`config.mk`:
```
export PLATFORM = sky130hd
export DESIGN_NAME = led_sequencer
export DESIGN_NICKNAME = d
export VERILOG_FILES = /design/src/rtl/led_sequencer.sv
export SDC_FILE = /design/constraint.sdc
export NUM_CORES = 1
export LEC_CHECK = 0
export ABC_AREA = 1
export CAP_MARGIN = 20
export CORE_MARGIN = 4
export CORE_UTILIZATION = 54
export CTS_BUF_LIST = sky130_fd_sc_hd__clkbuf_2 sky130_fd_sc_hd__clkbuf_4 sky130_fd_sc_hd__clkbuf_8
export DETAILED_ROUTE_END_ITERATION = 6
export PLACE_DENSITY = 0.81
export REMOVE_ABC_BUFFERS = 1
export SYNTH_ARGS = -nofsm -noshare
export SYNTH_HDL_FRONTEND = slang
export SYNTH_SLANG_ARGS = --single-unit
```
`constraint.sdc`:
```
create_clock -name clk -period 1.53 [get_ports clk]
set_input_delay 0.153 -clock clk [delete_from_list [all_inputs] [get_ports clk]]
set_output_delay 0.153 -clock clk [all_outputs]
set_load 0.05 [all_outputs]
```
`src/rtl/led_sequencer.sv`:
```
// One-hot LED position sequencer: rotate-left/right, bounce, freeze.
// Bounce mode and its direction flop exist only with LED_SEQ_BOUNCE_EN.
module led_sequencer #(
    parameter int N_LED    = 8,
    parameter int STEP_DIV = 600
) (
    input  logic                     clk,
    input  logic                     rst_n,
    input  logic                     en,
    input  logic [1:0]               mode,
    input  logic                     step_now,
    output logic [N_LED-1:0]         led_select,
    output logic [$clog2(N_LED)-1:0] led_pos,
    output logic                     step_pulse
);

    localparam int PW = $clog2(N_LED);
    localparam int CW = $clog2(STEP_DIV + 1);

    localparam logic [PW-1:0] POS_MAX  = PW'(N_LED - 1);
    localparam logic [CW-1:0] CNT_LAST = CW'(STEP_DIV - 1);

    typedef enum logic [1:0] {
        M_ROL = 2'b00,
        M_ROR = 2'b01,
        M_BNC = 2'b10,
        M_FRZ = 2'b11
    } mode_e;

    mode_e mode_s;

    logic [CW-1:0]    cnt_q, cnt_d;
    logic [PW-1:0]    pos_q, pos_d;
    logic [N_LED-1:0] sel_q, sel_d;
    logic             pulse_q, pulse_d;
    logic             step;
    logic [PW-1:0]    pos_up, pos_dn;

    assign mode_s = mode_e'(mode);

    // Wrapping neighbours of the current position
    assign pos_up = (pos_q == POS_MAX) ? '0 : pos_q + PW'(1);
    assign pos_dn = (pos_q == '0) ? POS_MAX : pos_q - PW'(1);

    always_comb begin
        cnt_d = cnt_q;
        step  = 1'b0;
        if (step_now) begin
            cnt_d = '0;
            step  = 1'b1;
        end else if (en) begin
            if (cnt_q == CNT_LAST) begin
                cnt_d = '0;
                step  = 1'b1;
            end else begin
                cnt_d = cnt_q + CW'(1);
            end
        end
    end

`ifdef LED_SEQ_BOUNCE_EN
    logic dir_q, dir_d;

    always_comb begin
        pos_d = pos_q;
        dir_d = dir_q;
        if (step) begin
            unique case (mode_s)
                M_ROL: pos_d = pos_up;
                M_ROR: pos_d = pos_dn;
                M_BNC: begin
                    if (dir_q && pos_q == POS_MAX) begin
                        dir_d = 1'b0;
                        pos_d = POS_MAX - PW'(1);
                    end else if (!dir_q && pos_q == '0) begin
                        dir_d = 1'b1;
                        pos_d = PW'(1);
                    end else if (dir_q) begin
                        pos_d = pos_q + PW'(1);
                    end else begin
                        pos_d = pos_q - PW'(1);
                    end
                end
                M_FRZ: pos_d = pos_q;
                default: pos_d = pos_q;
            endcase
        end
    end

    always_ff @(posedge clk) begin
        if (!rst_n) begin
            dir_q <= 1'b1;
        end else begin
            dir_q <= dir_d;
        end
    end
`else
    // Without bounce support, mode 10 behaves as rotate-left
    always_comb begin
        pos_d = pos_q;
        if (step) begin
            unique case (mode_s)
                M_ROL: pos_d = pos_up;
                M_ROR: pos_d = pos_dn;
                M_BNC: pos_d = pos_up;
                M_FRZ: pos_d = pos_q;
                default: pos_d = pos_q;
            endcase
        end
    end
`endif

    always_comb begin
        sel_d   = N_LED'(1) << pos_d;
        pulse_d = step;
    end

    always_ff @(posedge clk) begin
        if (!rst_n) begin
            cnt_q   <= '0;
            pos_q   <= '0;
            sel_q   <= N_LED'(1);
            pulse_q <= 1'b0;
        end else begin
            cnt_q   <= cnt_d;
            pos_q   <= pos_d;
            sel_q   <= sel_d;
            pulse_q <= pulse_d;
        end
    end

    assign led_select = sel_q;
    assign led_pos    = pos_q;
    assign step_pulse = pulse_q;

endmodule

```
==> results.cfg, run 1 <==
[run_status]
status = finished, final reports clean

[global_route]
antenna_found_initial = 0
grt_pass1_wl_um = 3860
grt_max_degree = 13
overflow = 0
grt_pass1_vias = 943
grt_use_total = 0.191

[cells_and_area]
final_layout_size_suffix_gt1_frac = 0.382
fin_nets = 182
n_antenna_cell = 0
final_util = 0.775
syn2layout_area_growth_pct = 30.1
layout.cells.most_common_list = nand2_1 (22), nor2_1 (22), buf_4 (21)
stdcell_area_um2 = 1410

[worst_hold_path]
hp-class = reg2reg
min_from = cnt_q[8]
hold-path-cell-count = 2
holdPathEnd = cnt_q[8]

[pwr]
totalPowerFinal_w = 0.00122
ir_drop_v = 0.000542
power.static_leakage_nw = 0.603
powerDensity_nw_per_um2 = 866

[worst_setup_path]
cp.arrival_ns = 1.68
cp_max_fo = 7
cp-start-kind = register
criticalPathCategory = reg2reg
reg2reg_slack_ns = 0.11
reg2reg_to = led_select[4]
cp-end-kind = register
r2r_cells = 9
reg2reg_from = cnt_q[0]
worst_ep_required_time_ns = 1.78

[detailed_routing]
vias = 980
postRouteAntennaNets = 0
routed_wl_um = 2260
post_drt_wl_per_cell_um = 11.6
first_iter_violations = 19
first_pass_iters = 4
vias_per_cell = 5.03
drcViolationCount = 0

[clock_network]
clkSlewWorstSetupHoldPaths_ns = 0.12
clock_latency_ns = 0.30
cts_tree = built
htree_levels = 1
clk_path_buf_depth = 2
cts_buffers = 3
cts-root-buf = clkbuf_4
clock-sinks = 22

[floorplanning]
fp.dieH_um = 52.8
dieArea_um2 = 2790
die_w_um = 52.8
io-pin-count = 18
rows = 15
initial_core_util = 0.595
coreArea_um2 = 1820

[sta]
hold_viol = 0
rsz0062_at_grt = no
max_slew_margin = 0.830
tightest_slew_ns = 0.255
final.setup_skew_ns = 0.00127
post-route-min-period_ns = 1.42
max_freq_mhz = 703
fin_setup_tns_ns = 0
finalCritPeriodShare = 0.929
setup_viol = 0
slew_viol_final = 0

[logic_synthesis]
avgSynthCellArea_um2 = 7.74
yosys_warnings = 0
synthCells = 140
synth_ff_type = dfxtp_1
synth_edf_count = 0
ys_seq_area_frac = 0.406
syn-cell-area_um2 = 1080
synthArstFlopShare = 0
ys_ff_latch = 22
synth.distinct_cells = 21

[place]
routabilityCongestion = 0.798
post_dp_cell_area_um2 = 1320
dp_hpwl_um = 1790
io_buffers = 17

[flow_run]
drv_cap = 0
[how the worst max path moves through the flow]
stage | startpoint | endpoint | slack (ns) | cells after the start
detailed placement | en | led_select[3] | -0.07 | 10
finish | cnt_q[0] | led_select[4] | 0.11 | 9
global route | cnt_q[0] | led_select[4] | 0.003 | 9
floorplan | led_pos[0] | led_select[7] | -0.28 | 10
CTS | led_pos[0] | led_select[4] | 0.009 | 9
global placement | en | led_select[7] | -0.01 | 10
[kinds of logic after synthesis]
family | share of synthesized area
compound gates | 0.0416
xor+xnor | 0.0243
fa+ha+maj | 0.0577
buf+inv | 0.0554
flops | 0.406
simple gates | 0.415
[cells in the mapped netlist (2+ instances only)]
| library cell | number | area, um2 |
|---|---|---|
| nand2_2 | 9 | 56.3 |
| dfxtp_1 | 22 | 440 |
| nand3_2 | 4 | 40.0 |
| nor3_1 | 2 | 10.0 |
| nand2_1 | 23 | 86.3 |
| ha_1 | 5 | 62.6 |
| nand2_4 | 2 | 22.5 |
| inv_1 | 14 | 52.6 |
| o21ai_0 | 3 | 15.0 |
| nor3b_1 | 2 | 15.0 |
| nor2_2 | 5 | 31.3 |
| nand3_1 | 10 | 50.1 |
| a21oi_1 | 6 | 30.0 |
| nor2_1 | 24 | 90.1 |
| xnor2_1 | 2 | 17.5 |
| inv_2 | 2 | 7.51 |
[what timing repair did]
action,4_1_cts,5_1_grt
setup buffers,0,1
hold buffers,0,0
endpoints found under the setup margin,0,12
resized for setup,0,16
[area by class of cell]
| type | instances | area (um2) |
|---|---|---|
| multi-input cells | 102 | 626 |
| flip-flops and latches | 22 | 449 |
| fillers | 134 | 410 |
| repair buffers | 26 | 208 |
| inverters | 16 | 60.1 |
| clock buffers | 4 | 36.3 |
| well taps | 25 | 31.3 |
[flip-flops by register name, indices dropped and copies added, names as in the netlist]
register	count
led_pos	3
cnt_q	10
led_select	8
step_pulse	1
[routing by layer]
metal	up-vias	part of all wire	wire [um]	GRT usage
met4	0	0.013	29	0.0936
met3	4	0.052	117	0.0427
li1	503	-	-	-
met2	28	0.48	1070	0.312
met1	445	0.46	1040	0.232
met5	-	0	0	0
[metrics by stage]
step / hold slack, ns / cells / setup slack (ns)
global placement: 0.462 / 190 / -0.0106
floorplan: 0.222 / 140 / -0.276
detailed placement: 0.474 / 190 / -0.0709
global route: 0.539 / 195 / 0.00321
finish: 0.487 / 195 / 0.108
CTS: 0.491 / 194 / 0.00855
[critical path: stages, from the launching register on]
cell,delay (ns)
dfxtp_2,0.36
ha_2,0.19
nand2_1,0.07
nor2_2,0.13
nand3_4,0.15
nand2_4,0.12
nand2_1,0.08
nand2_2,0.12
nand2_1,0.08
nor2_1,0.08
[where the power goes]
part | internal [W] | switching [W] | leakage [nW] | total, W
clock | 0.000145 | 0.000171 | 0.0210 | 0.000316
sequential | 0.000595 | 0.0000162 | 0.181 | 0.000612
combinational | 0.000107 | 0.000186 | 0.401 | 0.000293
total | 0.000848 | 0.000373 | 0.603 | 0.00122
No activity file was read; power rests on OpenSTA's default activity.
==> inputs of run 2 (changes only) <==
CTS_BUF_LIST = sky130_fd_sc_hd__clkbuf_4   (was sky130_fd_sc_hd__clkbuf_2 sky130_fd_sc_hd__clkbuf_4 sky130_fd_sc_hd__clkbuf_8)
SKIP_CTS_REPAIR_TIMING = 1   (was not set)
==> results.cfg, run 2 (synthesis results as in run 1) <==
[pwr]
powerDensity_nw_per_um2 = 837
power.static_leakage_nw = 0.598
totalPowerFinal_w = 0.00117
ir_drop_v = 0.000542

[floorplanning]
io-pin-count = 18
initial_core_util = 0.595
rows = 15
die_w_um = 52.8
fp.dieH_um = 52.8
coreArea_um2 = 1820
dieArea_um2 = 2790

[worst_setup_path]
cp-start-kind = register
worst_ep_required_time_ns = 1.79
cp_max_fo = 7
critPathTopFamily = simple AND/OR/NAND/NOR gates
max_stage_delay_ns = 0.36
criticalPathCategory = reg2reg
cp.arrival_ns = 1.68
worst_path_most_repeated_cell = nand2_1
reg2reg_to = led_select[4]
reg2reg_slack_ns = 0.11
critical_path.slowest_cell = dfxtp_2
reg2reg_from = cnt_q[0]
r2r_cells = 9
cp-end-kind = register
critPathBufInv = 0
path_cells = ha_2, nand2_1, nor2_2, nand3_4, nand2_4, nand2_1, nand2_2, nand2_1, nor2_1

[worst_hold_path]
hold-path-cell-count = 2
hp-class = reg2reg
min_from = cnt_q[8]
holdPathEnd = cnt_q[8]

[detailed_routing]
first_iter_violations = 22
first_pass_iters = 5
vias_per_cell = 5.19
vias = 1012
routed_wl_um = 2300
post_drt_wl_per_cell_um = 11.8
drcViolationCount = 0
postRouteAntennaNets = 0

[clock_network]
clkSlewWorstSetupHoldPaths_ns = 0.12
clock_latency_ns = 0.31
htree_levels = 1
cts_tree = built
cts-root-buf = clkbuf_4
clk_path_buf_depth = 2
cts_buffers = 3
clock-sinks = 22

[sta]
setup_viol = 0
post-route-min-period_ns = 1.42
rsz0062_at_grt = no
hold_viol = 0
max_freq_mhz = 707
final.setup_skew_ns = 0.00410
max_slew_margin = 0.830
finalCritPeriodShare = 0.925
slew_viol_final = 0
tightest_slew_ns = 0.255

[cells_and_area]
final_layout_size_suffix_gt1_frac = 0.376
syn2layout_area_growth_pct = 29.2
largest_reg_flops = 10
n_antenna_cell = 0
layout.cells.most_common_list = nand2_1 (22), nor2_1 (22), buf_4 (21)
multi_input_area_um2 = 626
n_fill_cell = 136
ff_latch_area_um2 = 449
top_register = cnt_q
fin_cells = 195
fin_nets = 182

[global_route]
grt_use_total = 0.191
met1_usage = 0.229
overflow = 0
grt_pass1_wl_um = 3840
antenna_found_initial = 0
use_met2 = 0.312
met3_usage = 0.0427
grt_pass1_vias = 940
top_usage_layer = met2
grt_max_degree = 13

[flow_run]
drv_cap = 0

[place]
dpl.cell_count = 190
routabilityCongestion = 0.798
io_buffers = 17
dp_hpwl_um = 1790

[run_status]
status = finished, final reports clean
run 2: changes by cell type in the layout (fill, tap and decap cells not counted):
cell	delta
clkbuf_8	-1
clkinv_1	+1
run 2: power by group:
part | leakage [nW] | total (W) | switching, W | internal (W)
Sequential | 0.181 | 0.000612 | 0.0000166 | 0.000595
Combinational | 0.401 | 0.000294 | 0.000186 | 0.000107
Clock | 0.0154 | 0.000266 | 0.000171 | 0.0000955
Total | 0.598 | 0.00117 | 0.000374 | 0.000798
run 2: worst max path at each step:
| stage | start | endpoint | slack, ns | cells past startpoint |
|---|---|---|---|---|
| finish | cnt_q[0] | led_select[4] | 0.11 | 9 |
| global route | cnt_q[0] | led_select[4] | 0.006 | 9 |
| global placement | en | led_select[7] | -0.01 | 10 |
| floorplan | led_pos[0] | led_select[7] | -0.28 | 10 |
| CTS | led_pos[0] | led_select[4] | 0.009 | 9 |
| detailed placement | en | led_select[3] | -0.07 | 10 |
run 2: layer usage:
layer / wire, um / part of all wire / vias to the layer above
li1: - / - / 504
met1: 1010 / 0.44 / 466
met2: 1080 / 0.47 / 37
met3: 154 / 0.067 / 5
met4: 48 / 0.021 / 0
met5: 0 / 0 / -
run 2: worst register-to-register path, stage by stage, from the launching register on:
cell,delay (ns)
dfxtp_2,0.36
ha_2,0.19
nand2_1,0.06
nor2_2,0.13
nand3_4,0.15
nand2_4,0.12
nand2_1,0.07
nand2_2,0.12
nand2_1,0.08
nor2_1,0.08
run 2: area by class of cell:
type / count / share of cell area
clock buffers: 3 / 0.0161
repair buffers: 26 / 0.148
flip-flops and latches: 22 / 0.321
clock inverters: 1 / 0.00268
well taps: 25 / 0.0223
multi-input cells: 102 / 0.447
inverters: 16 / 0.0429
run 2: per-stage QoR:
step           hold WS (ns)  utilization  setup slack [ns]  cell area, um2  setup TNS [ns]
2_1_floorplan         0.222            -            -0.276            1080           -2.45
3_3_place_gp          0.462        0.722           -0.0106            1320         -0.0303
3_5_place_dp          0.474        0.722           -0.0709            1320          -0.532
4_1_cts               0.490        0.737           0.00855            1340               0
5_1_grt               0.539        0.769           0.00648            1400               0
6_report              0.486        0.769             0.115            1400               0
==> inputs of run 3 (changes only) <==
PLACE_DENSITY = 0.9   (was 0.81)
==> results.cfg, run 3 (synthesis results as in run 1) <==
[detailed_routing]
post_drt_wl_per_cell_um = 13.4
vias_per_cell = 5.34
drcViolationCount = 0
routed_wl_um = 2590
vias = 1031
first_pass_iters = 4
first_iter_violations = 68
postRouteAntennaNets = 0

[place]
io_buffers = 17
post_dp_cell_area_um2 = 1300
routabilityCongestion = 0.795
dp_hpwl_um = 1880
dpl.cell_count = 188
preCtsSetupSlack_ns = -0.0769

[cells_and_area]
top_register = cnt_q
final_common_cell = nor2_1
n_antenna_cell = 0
final_layout_size_suffix_gt1_frac = 0.339
largest_reg_flops = 10
fin_nets = 180
fin_cells = 193
stdcell_area_um2 = 1390
layout.cells.most_common_list = nor2_1 (24), nand2_1 (23), buf_4 (19)
syn2layout_area_growth_pct = 28.2

[pwr]
ir_drop_v = 0.000767
power.static_leakage_nw = 0.599
powerDensity_nw_per_um2 = 975
totalPowerFinal_w = 0.00135

[run_status]
status = finished, final reports clean

[clock_network]
clock_latency_ns = 0.31
htree_levels = 1
clock-sinks = 22
clk_path_buf_depth = 2
cts_tree = built
clkSlewWorstSetupHoldPaths_ns = 0.12
cts_buffers = 3
cts-root-buf = clkbuf_4

[global_route]
grt_pass1_wl_um = 4110
antenna_found_initial = 0
grt_use_total = 0.200
overflow = 0
grt_max_degree = 14
grt_pass1_vias = 954

[sta]
finalCritPeriodShare = 0.955
max_freq_mhz = 684
max_slew_margin = 0.821
setup_viol = 0
hold_viol = 0
post-route-min-period_ns = 1.46
final.setup_skew_ns = 0.00186
fin_setup_tns_ns = 0
worst_slack_ns = 0.0687
tightest_slew_ns = 0.266
slew_viol_final = 0

[floorplanning]
coreArea_um2 = 1820
die_w_um = 52.8
dieArea_um2 = 2790
rows = 15
io-pin-count = 18
initial_core_util = 0.595
fp.dieH_um = 52.8

[worst_setup_path]
cp_max_fo = 5
cp-start-kind = register
criticalPathCategory = reg2reg
worst_ep_required_time_ns = 1.79
cp-end-kind = register
cp.arrival_ns = 1.72

[worst_hold_path]
hp-class = reg2reg

[flow_run]
drv_cap = 0
## run 3: cell types whose count changed in the layout (fill, tap and decap cells not counted), sizes merged
cell,change
clkinv,-1
buf,-2
bufinv,+1
## run 3: final timing paths
| kind | start | end | slack [ns] | cells after the start |
|---|---|---|---|---|
| worst max register to register | led_pos[1] | led_select[7] | 0.07 | 10 |
| worst max-delay path | led_pos[1] | led_select[7] | 0.07 | 10 |
| worst min register to register | cnt_q[8] | cnt_q[8] | 0.49 | 2 |
| worst min-delay path | cnt_q[8] | cnt_q[8] | 0.49 | 2 |
## run 3: worst max-delay path: stages (launching register included)
cell,delay (ns)
dfxtp_4,0.37
inv_1,0.13
ha_4,0.16
nand2_1,0.10
a21oi_1,0.20
nor2_1,0.09
nand2_2,0.09
nand2_4,0.07
inv_2,0.06
nand2_1,0.06
nor2_1,0.09
## run 3: metrics by stage
stage          utilization  hold slack [ns]
3_3_place_gp         0.714            0.464
3_5_place_dp         0.714            0.472
5_1_grt              0.763            0.506
2_1_floorplan            -            0.222
6_report             0.763            0.495
4_1_cts              0.743            0.490
## run 3: routing by layer
metal  part of all wire  global-route usage  vias to the layer above
li1                   -                   -                      504
met1               0.38               0.237                      451
met2               0.50               0.368                       68
met3              0.090              0.0285                        8
met4              0.023              0.0596                        0
met5                  0                   0                        -
## run 3: final cells by class
class	count	area, um2
clock inverters	1	30.0
fillers	122	432
flip-flops and latches	22	448
repair buffers	24	193
clock buffers	3	22.5
inverters	16	60.1
multi-input cells	102	604
well taps	25	31.3
## run 3: power by group
group | switching, W | internal [W] | total [W] | leakage, nW
sequential | 0.0000120 | 0.000595 | 0.000607 | 0.181
combinational | 0.000196 | 0.000106 | 0.000302 | 0.390
clock | 0.000180 | 0.000265 | 0.000445 | 0.0279
total | 0.000388 | 0.000966 | 0.00135 | 0.599
